## src/rtl/uart_pkg.sv

```systemverilog
// Purpose : shared UART definitions (default line timing, FSM state encoding, frame layout)
//           for the receiver and the transmitter.
// Ports   : none (package).
package uart_pkg;

   localparam int DEF_BAUD_RATE   = 115_200;
   localparam int DEF_CLOCK_SPEED = 50_000_000;
   localparam int DEF_BAUD_WIDTH  = DEF_CLOCK_SPEED / DEF_BAUD_RATE;

   // Bit position of each state inside the one-hot state vector.
   typedef enum int unsigned {
      IDLE_BIT  = 0,
      START_BIT = 1,
      DATA_BIT  = 2,
      STOP_BIT  = 3
   } state_bit_e;

   typedef enum logic [3:0] {
      IDLE  = 4'b0001 << IDLE_BIT,
      START = 4'b0001 << START_BIT,
      DATA  = 4'b0001 << DATA_BIT,
      STOP  = 4'b0001 << STOP_BIT
   } state_e;

   // One 8N1 frame in line order: start bit, data LSB first, stop bit.
   typedef struct packed {
      logic       start;
      logic [0:7] data_lsb;
      logic       stop;
   } packet_t;

endpackage

```

## src/rtl/uart_baud_cnt.sv

```systemverilog
// Purpose : bit-period cycle counter; counts while en, pulses tick when the count equals
//           term_cnt and restarts from zero on that cycle, on clr, or loads ld_val on ld.
// Latency : tick is combinational from the count register; the count updates on the next edge.
// Backpressure: none.
// Ports   : clk, rst (sync, active-high), clr, en, ld, ld_val, term_cnt in; tick out.
module uart_baud_cnt
   import uart_pkg::*;
#(
   parameter int WIDTH = DEF_BAUD_WIDTH,
   parameter int CNT_W = $clog2(WIDTH)
) (
   input  logic             clk,
   input  logic             rst,
   input  logic             clr,
   input  logic             en,
   input  logic             ld,
   input  logic [CNT_W-1:0] ld_val,
   input  logic [CNT_W-1:0] term_cnt,
   output logic             tick
);

   logic [CNT_W-1:0] cnt_q, cnt_d;

   assign tick = en && (cnt_q == term_cnt);

   // The counter never relies on natural overflow: it is cleared explicitly at the
   // terminal count so any period up to 2**CNT_W works.
   always_comb begin
      cnt_d = cnt_q;
      if (clr || tick) begin
         cnt_d = '0;
      end else if (ld) begin
         cnt_d = ld_val;
      end else if (en) begin
         cnt_d = cnt_q + 1'b1;
      end
   end

   always_ff @(posedge clk) begin
      if (rst) begin
         cnt_q <= '0;
      end else begin
         cnt_q <= cnt_d;
      end
   end

endmodule

```

## src/rtl/uart_rx.sv

```systemverilog
// Purpose : 8N1 UART receiver, LSB first; 2-FF synchronised rx, mid-bit sampling, framing check.
// Latency : rx_done is seen 2 + HALF_WIDTH + 9*BAUD_WIDTH + 1 cycles after the start edge.
// Backpressure: none; data must be taken within one frame time, the next frame overwrites it.
// Ports   : clk, rst (sync, active-high), rx in; data[7:0], rx_done, frame_err, busy out.
module uart_rx
   import uart_pkg::*;
#(
   parameter int BAUD_RATE   = DEF_BAUD_RATE,
   parameter int CLOCK_SPEED = DEF_CLOCK_SPEED
) (
   input  logic       clk,
   input  logic       rst,
   input  logic       rx,
   output logic [7:0] data,
   output logic       rx_done,
   output logic       frame_err,
   output logic       busy
);

   localparam int BAUD_WIDTH = int'(CLOCK_SPEED / BAUD_RATE);
   localparam int HALF_WIDTH = BAUD_WIDTH / 2;
   localparam int CNT_W      = $clog2(BAUD_WIDTH);
   localparam logic [CNT_W-1:0] BAUD_TERM = CNT_W'(BAUD_WIDTH - 1);
   localparam logic [CNT_W-1:0] HALF_TERM = CNT_W'(HALF_WIDTH - 1);

   state_e     state_q, state_d;
   logic       rx_meta_q, rx_meta_d;
   logic       rx_s_q, rx_s_d;
   logic [2:0] idx_q, idx_d;
   logic [7:0] shift_q, shift_d;
   logic [7:0] data_q, data_d;
   logic       rx_done_q, rx_done_d;
   logic       frame_err_q, frame_err_d;
   logic       err_hold_q, err_hold_d;   // stop bit was low; waiting for the line to go idle

   logic             cnt_clr;
   logic             cnt_en;
   logic [CNT_W-1:0] term_cnt;
   logic             tick;

   assign rx_meta_d = rx;
   assign rx_s_d    = rx_meta_q;
   assign cnt_en    = (state_q != IDLE) && !err_hold_q;

   uart_baud_cnt #(
      .WIDTH (BAUD_WIDTH),
      .CNT_W (CNT_W)
   ) u_baud_cnt (
      .clk      (clk),
      .rst      (rst),
      .clr      (cnt_clr),
      .en       (cnt_en),
      .ld       (1'b0),
      .ld_val   ({CNT_W{1'b0}}),
      .term_cnt (term_cnt),
      .tick     (tick)
   );

   always_comb begin
      state_d     = state_q;
      idx_d       = idx_q;
      shift_d     = shift_q;
      data_d      = data_q;
      rx_done_d   = 1'b0;
      frame_err_d = 1'b0;
      err_hold_d  = err_hold_q;
      cnt_clr     = 1'b0;
      term_cnt    = BAUD_TERM;
      case (state_q)
         IDLE: begin
            if (!rx_s_q) begin
               state_d = START;
               cnt_clr = 1'b1;
            end
         end
         START: begin
            // Half a bit after the edge: a line that is high again was a glitch.
            term_cnt = HALF_TERM;
            if (tick) begin
               cnt_clr = 1'b1;
               if (!rx_s_q) begin
                  state_d = DATA;
                  idx_d   = 3'd0;
               end else begin
                  state_d = IDLE;
               end
            end
         end
         DATA: begin
            if (tick) begin
               shift_d[idx_q] = rx_s_q;
               if (idx_q == 3'd7) begin
                  state_d = STOP;
                  cnt_clr = 1'b1;
               end else begin
                  idx_d = idx_q + 3'd1;
               end
            end
         end
         STOP: begin
            if (err_hold_q) begin
               // Staying here through a break keeps a low line from looking like a start bit.
               if (rx_s_q) begin
                  state_d    = IDLE;
                  err_hold_d = 1'b0;
                  cnt_clr    = 1'b1;
               end
            end else if (tick) begin
               if (rx_s_q) begin
                  data_d    = shift_q;
                  rx_done_d = 1'b1;
                  state_d   = IDLE;
                  cnt_clr   = 1'b1;
               end else begin
                  frame_err_d = 1'b1;
                  err_hold_d  = 1'b1;
               end
            end
         end
         default: begin
            state_d    = IDLE;
            err_hold_d = 1'b0;
            cnt_clr    = 1'b1;
         end
      endcase
   end

   always_ff @(posedge clk) begin
      if (rst) begin
         state_q     <= IDLE;
         rx_meta_q   <= 1'b1;
         rx_s_q      <= 1'b1;
         idx_q       <= 3'd0;
         shift_q     <= 8'h00;
         data_q      <= 8'h00;
         rx_done_q   <= 1'b0;
         frame_err_q <= 1'b0;
         err_hold_q  <= 1'b0;
      end else begin
         state_q     <= state_d;
         rx_meta_q   <= rx_meta_d;
         rx_s_q      <= rx_s_d;
         idx_q       <= idx_d;
         shift_q     <= shift_d;
         data_q      <= data_d;
         rx_done_q   <= rx_done_d;
         frame_err_q <= frame_err_d;
         err_hold_q  <= err_hold_d;
      end
   end

   assign data      = data_q;
   assign rx_done   = rx_done_q;
   assign frame_err = frame_err_q;
   assign busy      = (state_q != IDLE);

endmodule

```

## config.mk

```make
export PLATFORM = sky130hd
export DESIGN_NAME = uart_rx
export DESIGN_NICKNAME = d
export VERILOG_FILES = /design/src/rtl/uart_pkg.sv /design/src/rtl/uart_baud_cnt.sv /design/src/rtl/uart_rx.sv
export SDC_FILE = /design/constraint.sdc
export NUM_CORES = 1
export LEC_CHECK = 0
export ABC_AREA = 1
export BUFFER_PORTS_ARGS = -buffer_cell sky130_fd_sc_hd__buf_2
export CAP_MARGIN = 20
export CORE_ASPECT_RATIO = 1.2
export CORE_MARGIN = 2
export CORE_UTILIZATION = 63
export CTS_CLUSTER_SIZE = 8
export DETAILED_ROUTE_END_ITERATION = 8
export PLACE_DENSITY_LB_ADDON = 0.1
export SYNTH_ARGS = -nofsm -noshare
export SYNTH_HDL_FRONTEND = slang
export SYNTH_SLANG_ARGS = --single-unit
export TNS_END_PERCENT = 30
```

## constraint.sdc

```tcl
create_clock -name clk -period 2.9 [get_ports clk]
set_input_delay 0.29 -clock clk [delete_from_list [all_inputs] [get_ports clk]]
set_output_delay 0.29 -clock clk [all_outputs]
set_load 0.1 [all_outputs]
```

# After elaboration in Yosys (flattened, before gate mapping)
# Index checks and enable logic that the tools add are counted.
# W data, S select, Z words.
# totals
ff_bits	37
input_bits	3
out_inout_bits	11
word_cells	72
# op_classes
add_sub_neg	2
order_cmp	2
eq_ne	14
muxes	29
bitwise	2
reduce_logical	13
# ops
op	count
$mux W4	7
$pmux W4 S4	1
$mux W3	5
$mux W1	10
$reduce_and A5 Y1	2
$add A9 B1 Y9 const B	1
$eq A9 B9 Y1	1
$mux W9	1
$bwmux W8	1
$ne A2 B2 Y1 const B	4
$pmux W3 S2	1
$reduce_or A3 Y1	2
$eq A4 B1 Y1 const B	1
$eq A4 B2 Y1 const B	1
$eq A4 B3 Y1 const B	1
$eq A4 B4 Y1 const B	1
$lt A3 B4 Y1 const B	1
$ne A2 B1 Y1 const B	2
$ne A4 B1 Y1 const B	1
$pmux W1 S4	1
$reduce_and A4 Y1	1
$add A3 B1 Y3 const B	1
$demux W1 S3	1
$eq A3 B3 Y1 const B	1
other kinds (10)	13

# Longest topological paths before layout
# Gate-level depths: netlist of the first run.
# depth
ltp_word	9
depth_mapped	11
ltp_nobuf	10

# By module
# From an unflattened synthesis of the first run, not the netlist that was laid out.
# hier_totals
hier_cells	313
area_unflattened_um2	2080.7
# modules_own_cells
mod	n_inst	cells_per_inst	area_per_inst_um2	seq_area_each_um2
uart_rx	1	182	1340.0	560.5
uart_baud_cnt	1	131	740.7	180.2

# Worst setup path after synthesis of the first run
# No wires, ideal clock.
# synth_path
path_type	register to register
from	register state_q[1]
to	register state_q[2]
setup_time_ns	0.132
t_arrival_ns	1.472
t_required_ns	2.768
path_slack_ns	1.295
stages_incl_launch_ff	11
path_buffers	1
synth_period_minus_slack_ns	1.605
path_cell_list	dfxtp_1 -> nor2_2 -> nand2_4 -> nand2_4 -> nor2_2 -> nand3_2 -> buf_8 -> nand2_4 -> nand2_1 -> nand2_1 -> a21oi_1
# synth_via
elab_cells_between_ends	16
cone_classes	eq/ne (11); mux (2); reduce/logical (3)
# synth_lines
element	line	rtl
start: declaration	uart_rx.sv:26	state_e state_q, state_d;
start signal: assignment	uart_rx.sv:140	state_q <= state_d;
$ne A4 B1 Y1 (*)	--	
named net busy	uart_rx.sv:17	output logic busy
$logic_and A1 B1 Y1 (*)	uart_rx.sv:43	assign cnt_en = (state_q != IDLE) && !err_hold_q;
$logic_and A1 B1 Y1 (*)	uart_baud_cnt.sv:24	assign tick = en && (cnt_q == term_cnt);
$ne A3 B2 Y1 (no source line) / $ne A2 B1 Y1 (equally long branches)	--	
$reduce_and A5 Y1 (no source line) (*)	--	
# The timed path passes the listed nets; every way through them passes the cells marked *.
# A chain may end at the register's enable or synchronous reset.

# Worst setup path after layout of the first run
# layout_path
from	register state_q[1]
to	register data_q[6] (netlist: data[6])
# layout_via
elab_chain_cells	5
elab_cells_between_ends	8
cone_classes	eq/ne (4); mux (1); reduce/logical (3)
# layout_rtl
element	line	rtl
$eq A4 B2 Y1	uart_rx.sv:69	case (state_q)
$mux W9	uart_rx.sv:69	
$eq A9 B9 Y1	uart_baud_cnt.sv:24	
$logic_and A1 B1 Y1	uart_baud_cnt.sv:24	
$reduce_and A4 Y1 (no source line) (*)	--	
end signal: assignment	uart_rx.sv:145	data_q <= data_d;
end: declaration	uart_rx.sv:31	logic [7:0] data_q, data_d;
# Every way passes the cells marked *; elsewhere a longest branch is shown, timed or not.

==> summary.txt, run 1 <==
# nets final: 273
period utilisation layout: 64.49%
clock latency on the worst-skew pair: 0.34 ns
Worst-Margin Slew: 0.6286 ns
register area share after synthesis: 40.44%
Antenna Cells: 0
DR top layer: met4
Post-Synthesis Cells: 253
Syn Nets: 259
max_slew headroom: 57.94%
CP Capture Type: flop
Layout area overhead: 7.650%
drt via density: 5.285
Util after Layout: 70.80%
FF+latch count, synth: 37
largest net degree at the start of global routing: 17
cts bufs inserted: 5
Clock transition at path regs: 0.10 ns
gr usage total: 24.33%
H-tree Lvls: 2
Pins Over Slew Limit: 0
Via Count: 1596
WL met3: 146 um
syn avg cell area: 7.240 sq um
HP Class: in -> reg
CP Data Arrival Time: 2.11 ns
Ys Warns: 0
Unique masters post-synth: 29
die footprint: 3357 sq um
first-pass GRT wire length: 6120 um
IR drop worst, VDD: 0.0007519 V
CP Class: reg -> reg
# DRC: 0
total setup buffers inserted after CTS: 0
worst path required time: 3.14 ns
status: completed
global placer's final weighted congestion: 0.8216
standard-cell row count: 21
drt pass-1 iters: 7
Startpoint Class: flop
vias in the first global route: 1569
post-cts resize count: 0
MaxCap Viol Count: 0
Port Buf Inserts: 13
WL final: 3520 um
die width: 53.23 um
Routed wire per std cell: 11.66 um
Post-Syn Area: 1832 sq um
Starting DRT DRC Count: 44
Final Skew: 0.01166 ns
DRT met1 WL: 1448 um
share of cells above drive strength 1: 14.55%
grt total ovfl: 0
leak pwr: 0.0008555 uW
IO Pins: 14
CTS tree: done
RSZ-0062 raised after global routing: no
clock buffer depth: 2
Final HPWL DP: 2721 um
die span in y: 63.07 um
initial antenna violation count: 0
Period minus WS final: 1.870 ns
final setup fails: 0
CTS Root Buffer Type: clkbuf_4
DRT antenna net count: 0
Initial Utilization: 65.77%
setup_tns: 0 ns
Max Clock Freq: 534.7 MHz
Max FO, Critical Path: 11
CTS sink cnt: 37
pwr/cell area: 627.0 nW/um^2
Hold Vio Cnt, Final: 0
met2 WL post-DR: 1869 um
core footprint: 2785 sq um
hold buffer count at cts: 0
## report_power, final
group          switching, uW  internal (uW)  leakage [uW]
logic                    278           97.0      0.000515
registers               24.8            536      0.000299
clock network            161            140     0.0000413
## critical path, stage by stage (launching register included)
cell	delay [ns]
dfxtp_1	0.43
nand2_1	0.08
nor2_1	0.17
nand2_1	0.07
nand2_1	0.09
nand3_2	0.32
nor2_4	0.31
inv_2	0.12
nor2_1	0.12
nor2_1	0.05
## per-layer routing
metal  global-route usage (%)  up-vias
met2                    43.83       28
met5                        0        -
met3                    6.635        6
li1                         -      844
met1                    25.30      718
met4                    9.936        0
## area by class of cell
cell class                 instances  area (sq um)
fill                             249         813.3
clock inverter                     1         5.005
inverter                          30         112.6
sequential                        37         740.7
tap                               34         42.54
multi-input combinational        180         940.9
clock buffer                       7         65.06
timing repair buffer              13         65.06
## layout by cell type, fill, tap and decap left out, types with 2 or more instances in the layout
master	count
nor2_1	47
inv_1	29
ha_1	3
nand2_4	3
nor2_2	5
nor3_1	12
o21ai_1	2
nand3_1	16
clkbuf_4	5
nand4_1	7
a21oi_1	15
or2_2	2
buf_2	13
nand3_2	2
dfxtp_1	37
clkbuf_8	2
o21ai_0	10
nand2_1	40
xor2_1	7
## cells in the mapped netlist (all sizes together)
library cell | number | area, sq um
dfxtp | 37 | 740.7
a211oi | 1 | 7.510
buf | 2 | 22.52
nor2 | 54 | 239.0
nor3 | 12 | 60.06
nand3 | 18 | 100.1
clkbuf | 4 | 15.01
nor4 | 1 | 12.51
a21oi | 15 | 75.07
or2 | 3 | 18.77
inv | 30 | 112.6
xor2 | 7 | 61.31
ha | 3 | 37.54
o21ai | 12 | 60.06
a31oi | 1 | 6.260
nand2 | 44 | 190.2
o211ai | 2 | 28.78
nand4 | 7 | 43.79
## sequential cells by signal (all words and copies together) (netlist names)
signal and cells:
rx_s_q 1, u_baud_cnt.cnt_q 9, data 8, state_q 4, err_hold_q 1, frame_err 1, rx_meta_q 1, shift_q 8
idx_q 3, rx_done 1
## stage by stage
stage | cells | area [sq um] | hold slack (ns) | power, uW | setup slack [ns]
after floorplan | 253 | 1832 | 0.3685 | 878.5 | 1.295
after global placement | 294 | 1902 | 0.3914 | 942.5 | 1.065
after CTS | 302 | 1972 | 0.1192 | 1245 | 1.006
after global routing | 302 | 1972 | 0.1273 | 1313 | 0.7849
final | 302 | 1972 | 0.1262 | 1236 | 1.030
after detailed placement | 294 | 1902 | 0.4147 | 947.9 | 1.016
## cells by family (layout without fill, tap and decap cells)
kind of cell | after synthesis | after routing | synth area share, %
compound gates | 31 | 31 | 9.700
buf+inv | 36 | 51 | 8.196
simple gates | 139 | 139 | 36.27
xor+xnor | 7 | 7 | 3.347
flops | 37 | 37 | 40.44
fa+ha+maj | 3 | 3 | 2.049
## worst paths after layout
check                               start                    to  slack (ns)  cells past startpoint
setup / recovery  state_q[1]$_SDFFE_PP0P_  data[6]$_SDFFE_PP0P_        1.03                      9
hold / removal                         rx  rx_meta_q$_SDFF_PP1_        0.13                      2
setup reg to reg  state_q[1]$_SDFFE_PP0P_  data[6]$_SDFFE_PP0P_        1.03                      9
hold reg to reg      rx_meta_q$_SDFF_PP1_     rx_s_q$_SDFF_PP1_        0.43                      1
No activity file was read; power rests on OpenSTA's default activity.
==> run 2: changes to the inputs <==
ABC_AREA = 0   (was 1)
CORE_UTILIZATION = 53   (was 63)
clock period = 1.7 ns   (was 2.9 ns; I/O delays follow)
==> run 2 against run 1 <==
Net effect:
- the run now ends with setup timing left
- global-route usage down 0.69 points
- cell count down 3.3%
- routed wire length up 19%
- die area up 16%
- final area up 23%
- first-iteration DRC count up 61%
- non-clock buffer count up 42
- largest power group is now combinational cells
==> summary.txt, run 2 <==
status: complete, but fails checks
violated checks: setup timing
standard-cell row count: 23
drt pass-1 iters: 4
Biggest register: u_baud_cnt.cnt_q
Max Clock Freq: 463.9 MHz
# DRC: 0
max reg flops: 9
hold buffer count at cts: 0
pwr/cell area: 1058 nW/um^2
cts bufs inserted: 5
syn avg cell area: 8.813 sq um
CP Data Arrival Time: 2.31 ns
Final HPWL DP: 3088 um
Hold Vio Cnt, Final: 0
Util after Layout: 73.42%
Clock transition at path regs: 0.07 ns
clock latency on the worst-skew pair: 0.30 ns
period utilisation layout: 126.8%
Layout area overhead: 34.49%
EDFF count, synth: 0
# nets final: 260
CTS tree: done
Ys Warns: 0
Final Worst Setup Slack: -0.4558 ns
FF+latch count, synth: 37
Max FO, Critical Path: 8
CP Capture Type: flop
cell with the most instances after synthesis: dfxtp_1
first-pass GRT wire length: 7058 um
die span in y: 67.96 um
Routed wire per std cell: 14.30 um
DRT antenna net count: 0
Pins Over Slew Limit: 0
largest net degree at the start of global routing: 29
CP Class: reg -> reg
most frequent cells in the layout: buf_4 (36), dfxtp_1 (35), nor2_1 (27)
CTS sink cnt: 37
MaxCap Viol Count: 0
Final Total Pwr: 2571 uW
grt total ovfl: 0
vias in the first global route: 1665
clock buffer depth: 2
Startpoint Class: flop
IR drop worst, VDD: 0.001335 V
leak pwr: 0.0009013 uW
CP max-delay cell: or4b_4
RSZ-0062 raised after global routing: yes
Final Skew: 0.006026 ns
CTS Root Buffer Type: clkbuf_8
global placer's final weighted congestion: 0.8021
share of cells above drive strength 1: 34.12%
gr usage total: 23.65%
Port Buf Inserts: 13
max_slew headroom: 67.44%
Unique masters post-synth: 38
post-synth top area share: 41.00%
post-synth top area cell: dfxtp_1
crit-path cells: or4b_4 -> or3_4 -> a211o_4 -> o41ai_2 -> a21oi_1
die footprint: 3894 sq um
H-tree Lvls: 2
IO Pins: 14
fillers: 250
Antenna Cells: 0
Initial Utilization: 54.59%
Worst-Margin Slew: 0.4885 ns
Starting DRT DRC Count: 71
worst path required time: 1.86 ns
synth cell count leaders: dfxtp_1 (37), nor2_1 (28), nand2_1 (16)
leading cell type in the layout, fill and taps excluded: buf_4
Period minus WS final: 2.156 ns
register area share after synthesis: 41.00%
initial antenna violation count: 0
die width: 57.30 um
Post-Synthesis Cells: 205
core footprint: 3309 sq um
prevailing post-synth register cell: dfxtp_1
Post-Syn Area: 1807 sq um
WL final: 4176 um
Syn Nets: 211
main area contributors after synthesis: dfxtp_1 (41%), nor2_1 (5.8%), mux2i_1 (5.5%), a21oi_1 (3.3%), nand2_1 (3.3%)
asr flop ratio synth: 0%
Worst path max stage delay: 0.53 ns
Via Count: 1704
drt via density: 5.836
HP Class: in -> reg
final setup fails: 36
## run 2: cell count changes after synthesis, moves of 4 or more
cell	before	now
nand3_1	16	5
mux2i_1	0	10
nand2_1	40	16
nor2_2	5	0
nand4b_1	0	4
nor3_1	12	5
xnor2_1	0	6
xor2_1	7	3
clkbuf_1	4	11
inv_1	29	6
o41ai_1	0	4
nor2_1	47	28
## run 2: final timing paths
check                                               end  cells after the start                    start  slack [ns]
worst max-delay path            shift_q[0]$_SDFFE_PP0P_                      5  state_q[3]$_SDFFE_PP0P_       -0.46
worst min-delay path               rx_meta_q$_SDFF_PP1_                      2                       rx        0.06
worst max register to register  shift_q[0]$_SDFFE_PP0P_                      5  state_q[3]$_SDFFE_PP0P_       -0.46
worst min register to register        rx_s_q$_SDFF_PP1_                      1     rx_meta_q$_SDFF_PP1_        0.42
## run 2: per-layer routing
| metal | share of wire (%) | GRT usage (%) | routed length [um] | vias up |
|---|---|---|---|---|
| li1 | - | - | - | 829 |
| met1 | 40 | 24.06 | 1665 | 793 |
| met2 | 52 | 44.83 | 2192 | 63 |
| met3 | 4.0 | 5.482 | 167 | 19 |
| met4 | 3.6 | 12.50 | 150 | 0 |
| met5 | 0 | 0 | 0 | - |
## run 2: stage by stage
stage | area (sq um) | TNS, ns | instances | setup WS [ns] | hold slack, ns
2_1_floorplan | 1871 | -20.82 | 205 | -0.8696 | 0.2738
3_3_place_gp | 2218 | -13.74 | 283 | -0.4694 | 0.3549
3_5_place_dp | 2218 | -15.22 | 283 | -0.5341 | 0.3582
4_1_cts | 2399 | -12.53 | 291 | -0.4171 | 0.04881
5_1_grt | 2430 | -15.11 | 292 | -0.4879 | 0.07683
6_report | 2430 | -12.73 | 292 | -0.4558 | 0.05565
## run 2: area by class of cell
| cell class | instances | area, sq um | area share (%) |
|---|---|---|---|
| repair buffers | 55 | 426.7 | 17.56 |
| multi-input cells | 149 | 1082 | 44.54 |
| clock inverters | 1 | 8.758 | 0.3605 |
| clock buffers | 7 | 96.34 | 3.965 |
| well taps | 37 | 46.29 | 1.905 |
| flip-flops and latches | 37 | 743.2 | 30.59 |
| inverters | 6 | 26.28 | 1.081 |
## run 2: critical path, delay by kind of cell (launching register included)
family	cells	cell delay, ns
AO/OA/AOI/OAI	3	0.74
flip-flops	1	0.33
AND/OR/NAND/NOR	2	0.95
## run 2: repair_timing
item | in CTS | in global routing
setup endpoints to repair | 36 | 36
setup buffers | 0 | 1
pin swaps | 15 | 7
gates resized for setup | 16 | 6
## run 2: logic make-up after synthesis
kind of cell | count (synthesis) | synth area share (%)
AO/OA/AOI/OAI | 36 | 14.13
XOR/XNOR | 9 | 4.363
multiplexers | 11 | 6.164
flip-flops | 37 | 41.00
buffers and inverters | 19 | 4.778
AND/OR/NAND/NOR | 90 | 27.49
adder cells (fa/ha/maj) | 3 | 2.078
## run 2: power breakdown
group          switching (uW)  internal, uW
clock network             329           374
logic                     510           432
registers                22.2           903
